### config.mk
export PLATFORM = sky130hd
export DESIGN_NAME = register_file_mp
export DESIGN_NICKNAME = d
export VERILOG_FILES = /design/src/rtl/register_file_mp_pkg.sv /design/src/rtl/register_file_mp_clear_ctrl.sv /design/src/rtl/register_file_mp.sv
export SDC_FILE = /design/constraint.sdc
export NUM_CORES = 2
export LEC_CHECK = 0
export ABC_CLOCK_PERIOD_IN_PS = 4300
export BUFFER_PORTS_ARGS = -buffer_cell sky130_fd_sc_hd__buf_4
export CORE_MARGIN = 2
export CORE_UTILIZATION = 60
export DETAILED_ROUTE_END_ITERATION = 6
export MAX_ROUTING_LAYER = met4
export PLACE_DENSITY = 0.79
export SKIP_CTS_REPAIR_TIMING = 1
export SLEW_MARGIN = 20
export SYNTH_ARGS = -nofsm -noshare
export SYNTH_HDL_FRONTEND = slang
export SYNTH_SLANG_ARGS = --single-unit
### constraint.sdc
create_clock -name i_clk -period 4.3 [get_ports i_clk]
set_input_delay 0.43 -clock i_clk [delete_from_list [all_inputs] [get_ports i_clk]]
set_output_delay 0.43 -clock i_clk [all_outputs]
set_load 0.05 [all_outputs]
### src/rtl/register_file_mp_pkg.sv
// Shared definitions for the multi-port register file and its clear controller.
package register_file_mp_pkg;

  localparam int XLEN    = 32;
  localparam int NUM_GPR = 32;

  typedef logic [$clog2(NUM_GPR)-1:0] t_register_index;

  typedef enum logic {
    ST_IDLE  = 1'b0,
    ST_CLEAR = 1'b1
  } clr_state_e;

endpackage

### src/rtl/register_file_mp_clear_ctrl.sv
// Clear sequencer: walks every register index once, writing zero.
//
// state    | meaning
// ---------+------------------------------------------------------------
// ST_IDLE  | normal operation, waiting for a clear request
// ST_CLEAR | zeroing register clr_idx this cycle; busy, writes blocked
module register_file_clear_ctrl
  import register_file_mp_pkg::*;
#(
  parameter int NUM_REGS = NUM_GPR,
  localparam int IDX_W   = $clog2(NUM_REGS)
) (
  input  logic             i_clk,
  input  logic             i_rst,
  input  logic             i_clear,
  output logic             o_busy,
  output logic             o_clr_we,
  output logic [IDX_W-1:0] o_clr_idx
);

  clr_state_e       state, state_nxt;
  logic [IDX_W-1:0] clr_idx, clr_idx_nxt;

  // State and index registers; reset lands directly in the clear sequence.
  always_ff @(posedge i_clk or posedge i_rst) begin
    if (i_rst) begin
      state   <= ST_CLEAR;
      clr_idx <= '0;
    end else begin
      state   <= state_nxt;
      clr_idx <= clr_idx_nxt;
    end
  end

  // Next-state, index advance and busy/clear-write outputs.
  always_comb begin
    state_nxt   = state;
    clr_idx_nxt = clr_idx;
    o_busy      = 1'b0;
    o_clr_we    = 1'b0;
    case (state)
      ST_IDLE: begin
        if (i_clear) begin
          state_nxt   = ST_CLEAR;
          clr_idx_nxt = '0;
        end
      end
      ST_CLEAR: begin
        o_busy      = 1'b1;
        o_clr_we    = 1'b1;
        clr_idx_nxt = clr_idx + IDX_W'(1);
        if (clr_idx == IDX_W'(NUM_REGS - 1)) begin
          state_nxt = ST_IDLE;
        end
      end
      default: begin
        state_nxt = ST_IDLE;
      end
    endcase
  end

  assign o_clr_idx = clr_idx;

endmodule

### src/rtl/register_file_mp.sv
// Multi-port register file: NUM_READ combinational read ports, two write
// ports (port 1 wins on collision), optional write-to-read forwarding,
// optional hard-wired zero register and a sequenced clear.
module register_file_mp
  import register_file_mp_pkg::*;
#(
  parameter int DATA_WIDTH = XLEN,
  parameter int NUM_REGS   = NUM_GPR,
  parameter int NUM_READ   = 2,
  parameter int BYPASS     = 1,
  parameter int ZERO_REG   = 1,
  localparam int IDX_W     = $clog2(NUM_REGS)
) (
  input  logic                                i_clk,
  input  logic                                i_rst,
  input  logic [NUM_READ-1:0][IDX_W-1:0]      i_raddr,
  output logic [NUM_READ-1:0][DATA_WIDTH-1:0] o_rdata,
  input  logic                                i_we0,
  input  logic [IDX_W-1:0]                    i_waddr0,
  input  logic [DATA_WIDTH-1:0]               i_wdata0,
  input  logic                                i_we1,
  input  logic [IDX_W-1:0]                    i_waddr1,
  input  logic [DATA_WIDTH-1:0]               i_wdata1,
  input  logic                                i_clear,
  output logic                                o_busy
);

  logic [DATA_WIDTH-1:0] mem [NUM_REGS];
  logic                  clr_we;
  logic [IDX_W-1:0]      clr_idx;
  logic                  wr_open;
  logic                  we0_ok;
  logic                  we1_ok;

  register_file_clear_ctrl #(
    .NUM_REGS (NUM_REGS)
  ) u_clear_ctrl (
    .i_clk     (i_clk),
    .i_rst     (i_rst),
    .i_clear   (i_clear),
    .o_busy    (o_busy),
    .o_clr_we  (clr_we),
    .o_clr_idx (clr_idx)
  );

  // A clear request in the same cycle as a write takes priority and drops it.
  assign wr_open = !o_busy && !i_clear;
  assign we0_ok  = i_we0 && wr_open && (ZERO_REG == 0 || i_waddr0 != '0);
  assign we1_ok  = i_we1 && wr_open && (ZERO_REG == 0 || i_waddr1 != '0);

  // Array update; the later port-1 assignment wins an index collision.
  // No reset here: contents are zeroed only by the clear sequence.
  always_ff @(posedge i_clk) begin
    if (clr_we) begin
      mem[clr_idx] <= '0;
    end else begin
      if (we0_ok) mem[i_waddr0] <= i_wdata0;
      if (we1_ok) mem[i_waddr1] <= i_wdata1;
    end
  end

  // Read muxing: busy and the zero register override everything, then forwarding.
  always_comb begin
    o_rdata = '0;
    for (int r = 0; r < NUM_READ; r++) begin
      if (o_busy) begin
        o_rdata[r] = '0;
      end else if (ZERO_REG != 0 && i_raddr[r] == '0) begin
        o_rdata[r] = '0;
      end else if (BYPASS != 0 && we1_ok && i_waddr1 == i_raddr[r]) begin
        o_rdata[r] = i_wdata1;
      end else if (BYPASS != 0 && we0_ok && i_waddr0 == i_raddr[r]) begin
        o_rdata[r] = i_wdata0;
      end else begin
        o_rdata[r] = mem[i_raddr[r]];
      end
    end
  end

endmodule

# Word-level counts from Yosys, hierarchy flattened
# Memories as Yosys holds them, arrays and structs flattened.
# Cells that the tools add are included.
[word_totals]
ff_bits = 6
latch_bits = 0
ram_bits = 1024
rom_bits = 0
input_bits = 89
out_inout_bits = 65
elab_cells = 52
n_memories = 1
[classes]
n_addsub = 1
n_mul = 0
n_div = 0
n_lt_le_gt_ge = 0
n_eq_ne = 6
shifts = 0
n_mux = 25
n_bitwise = 1
n_reduce_logical = 16
[memory_table]
columns = ["name", "depth", "width", "read_ports", "rd_ports_with_merged_regs", "wr", "line", "text"]
rows = [
  ["mem", 32, 32, 2, 0, 2, "register_file_mp.sv:28", "logic [DATA_WIDTH-1:0] mem [NUM_REGS];"],
]
[op_table]
columns = ["op", "n"]
rows = [
  ["$mux 32", 9],
  ["$reduce_or 32->1", 1],
  ["$eq 5x5->1", 4],
  ["$mux 1", 12],
  ["$logic_not 5->1", 2],
  ["$mux 5", 2],
  ["$pmux 5 s2", 1],
  ["$reduce_bool 5->1", 2],
  ["$logic_and 1x1->1", 9],
  ["$add 5x1->5 const B", 1],
  ["$eq 5x5->1 const B", 1],
  ["$logic_not 1->1", 2],
  ["$ne 2x2->1 const B", 1],
  ["$pmux 1 s2", 1],
  ["$not 1->1", 1],
]

# Depth between registers and ports, before layout
[logic_depth]
word_depth = 10
depth_mapped = 10
ltp_nobuf = 6

# Cells and area by module
# From an unflattened synthesis, not the netlist that was laid out.
[hier_totals]
cells_unflattened = 5411
area_unflattened_um2 = 60501.8
[by_module_without_submodules]
columns = ["mod", "instances", "cells_each", "area_each_um2", "seq_area_each_um2"]
rows = [
  ["register_file_mp", 1, 5386, 60200.2, 30749.5],
  ["register_file_clear_ctrl", 1, 25, 301.5, 151.4],
]

# Worst setup path after synthesis
# Ideal clock, no wire load.
[synth_timing]
path_kind = "register to register"
startpoint = "register u_clear_ctrl.state"
endpoint = "memory mem[3][0] in the netlist's numbering (enable)"
setup_ps = 433
t_arrival_ps = 3677
required_ps = 3867
slack_ps = 190
stages_incl_launch_ff = 10
path_buffers = 4
period_less_slack_ps = 4110
path_cell_list = "dfstp_2 > buf_2 > nor2_1 > buf_2 > o311a_1 > buf_2 > clkbuf_1 > o31ai_1 > nand2_1 > o22ai_1"
[synth_rtl]
columns = ["item", "line", "text"]
rows = [
  ["start: declaration", "register_file_mp_clear_ctrl.sv:21", "clr_state_e state, state_nxt;"],
  ["start signal: assignment", "register_file_mp_clear_ctrl.sv:30", "state <= state_nxt;"],
  ["end: declaration", "register_file_mp.sv:28", ""],
]

==> metrics.yaml <==
status: "finished, violations left"
violations: "DRC, setup timing"
p_per_area_mw_per_mm2: 413
core_area_mm2: 0.0999
multi_input_area_mm2: 0.0274
antenna_found_initial: 6
vias: 48879
drc: 1
timing.hold.ws_ps: 234
cts_buffers: 107
dp_hpwl_mm: 127
synth_seq_cells: 1030
grt_max_degree: 95
synth_largest_area_cell: "edfxtp_1"
syn_inst: 5290
worstPathRequired_ps: 3870
path_buf_inv: 3
synthesis.nets: 5381
dominantRegCellSynth: "edfxtp_1"
first_iter_violations: 8642
num_io_pins: 154
finalSetupViolCount: 3
initial_utilization: 0.605
dr.pass1.iters: 7
root_buffer: "clkbuf_16"
min_period_ps: 4390
cts_num_sinks: 1030
syn-mean-instance-area_um2: 11.4
hold_violations: 0
fin_skew_ps: 23.2
grt_pass1_wl_mm: 306
nets: 5191
grtUsageTotal: 0.423
path_class: "in2out"
crit_top_cell: "buf_4"
yosysSeqAreaShare: 0.512
rows: 116
leakagePower_nw: 22.0
overflow: 0
seqPwrFrac: 0.465
synth_enable_flop_cells: 1024
clk_pin_slew_ps: 60
drive_gt1_frac: 0.227
cp_max_fo: 15
hold_class: "in2async"
cp_slowest_cell: "nor3_4"
ant_nets: 0
synthTopCellsByArea: "edfxtp_1 51%, mux4_2 15%, o21ai_0 8.5%, nand2_1 7.2%, mux2i_1 3.2%"
die_area_mm2: 0.103
fillers: 7004
intPower_mw: 19.4
routedWlPerCell_um: 32.9
area.growth.synth_to_final_pct: 10.5
seq_area_mm2: 0.0309
synthDistinctLibCells: 56
finalWorstSetupSlack_ps: -88.2
rsz0062_at_grt: "false"
viasPerCell: 7.53
die_y_um: 321
period_share: 1.02
comb_power_share: 0.201
ir_worst_vdd_uv: 377
cts_tree: "done"
power.total_mw: 27.5
slowest_delay_ps: 650
start_kind: "primary input"
h-tree-depth: 3
die_w_um: 321
p_sw_frac: 0.296
critical_path.cell_chain: "dlygate4sd3_1, buf_4, nor2_1, o211ai_1, nor3_4, or3_4, a21o_1, o2111ai_1, buf_4"
clock_power_share: 0.334
net-switching-power_mw: 8.15
wl_mm: 213
ctsLongestPathBuffers: 3
yosys_warnings: 0
tns_ps: -213
relSlewSlack: 0.224
port_buffers: 153
netlist_area_mm2: 0.0604
clk_latency_ps: 740
critPathTopFamily: "simple AND/OR/NAND/NOR gates"
synthArstFlopShare: 0.00583
max_freq_ghz: 0.228
yosysTopAreaCellShare: 0.509
gp_congestion: 0.966
max-cap-violations: 0
arrival_ps: 3960
worstMarginPinSlew_ps: 1160
cp-end-kind: "primary output"
drv_slew: 0
final_core_util: 0.668
grt_pass1_vias: 47550
[routing by layer]
metal | track usage | up-vias | share of wire
li1 | - | 19593 | -
met2 | 0.609 | 4848 | 0.44
met1 | 0.509 | 23212 | 0.31
met5 | - | - | 0
met3 | 0.138 | 1226 | 0.17
met4 | 0.284 | 0 | 0.083
[state kept, by name, indices dropped and copies added (netlist names)]
register / count
mem: 1024
u_clear_ctrl.o_clr_idx: 5
u_clear_ctrl.state: 1
[worst paths after layout]
| kind | endpoint | slack [ps] | depth (start not counted) | start |
|---|---|---|---|---|
| worst min register to register | u_clear_ctrl.o_clr_idx[4] | 580 | 1 | u_clear_ctrl.o_clr_idx[4] |
| worst min-delay path | u_clear_ctrl.o_clr_idx[0] | 230 | 3 | i_rst |
| worst max register to register | mem[2][9] | 680 | 6 | u_clear_ctrl.state |
| worst max-delay path | o_rdata[60] | -90 | 9 | i_clear |
| max in group asynchronous | u_clear_ctrl.state | 3800 | 3 | i_rst |
| min in group i_clk | mem[14][21] | 260 | 3 | i_wdata1[21] |
[cells by family (layout without fill, tap and decap cells)]
kind of cell,Yosys count,in the layout,share of synthesized area
AOI/OAI and AO/OA,1420,1420,0.135
and+or+nand+nor,1375,1376,0.0931
DFF,1030,1030,0.512
muxes,737,737,0.211
buffers and inverters,706,597,0.0465
xor gates and xnor gates,20,20,0.00290
adders and majority gates,2,2,0.000414
other,0,9,0
[cell usage in the layout (no fill, tap or decap), types with 36 or more instances in the layout]
cell | synthesis | final
edfxtp_1 | 1024 | 1024
buf_4 | 2 | 323
inv_1 | 36 | 36
o21ai_0 | 1030 | 1030
o22ai_1 | 119 | 96
clkbuf_16 | 0 | 108
mux4_2 | 414 | 414
buf_12 | 0 | 38
a21o_1 | 61 | 61
nand3_1 | 41 | 40
mux2_2 | 129 | 129
nand2_1 | 1160 | 1155
mux2i_1 | 194 | 194
nor2_1 | 65 | 41
[worst min-delay path: cells and delay by family]
kind,cells,cell delay [ps]
buffers and inverters,3,900
[final cells by class]
class,instances,area share
multi-input combinational,3555,0.411
sequential,1030,0.463
antenna,9,0.000338
inverter,38,0.00214
tap,1298,0.0243
timing repair buffer,368,0.0491
clock buffer,130,0.0418
clock inverter,61,0.00833
[synthesized netlist by cell type (all sizes together) (3+ instances only)]
cell     instances
o2111ai         17
nand2         1160
or3              4
mux2           129
o221ai          34
a22o            33
buf            136
inv             38
dfrtp            5
nor3            12
a221o           32
o21bai           8
o22ai          119
a311oi          32
a22oi           32
o21ai         1030
a31oi            3
edfxtp        1024
nor4             5
nand4           16
or3b            32
xnor2           10
or2              5
xor2            10
mux2i          194
nor2            65
nand3b          17
nand3           41
clkbuf         532
o211ai           4
mux4           414
a21o            61
nand2b           9
a21oi           10
[power groups by stage]
| stage | clock network (mW) | logic (mW) | registers [mW] |
|---|---|---|---|
| after floorplan | 0 | 3.12 | 12.9 |
| after global placement | 0 | 5.15 | 12.9 |
| after detailed placement | 0 | 5.25 | 13.0 |
| after CTS | 9.10 | 5.27 | 12.8 |
| after global routing | 9.47 | 5.59 | 12.9 |
| final | 9.19 | 5.52 | 12.8 |
[through the flow]
step                area [um2]  worst slack, ps  instances
floorplan                60400              190       5290
global placement         63300              485       6286
detailed placement       63300              546       6286
CTS                      66600             75.6       6477
global route             66700             3.95       6489
finish                   66700            -88.2       6489
No activity file was read; power rests on OpenSTA's default activity.
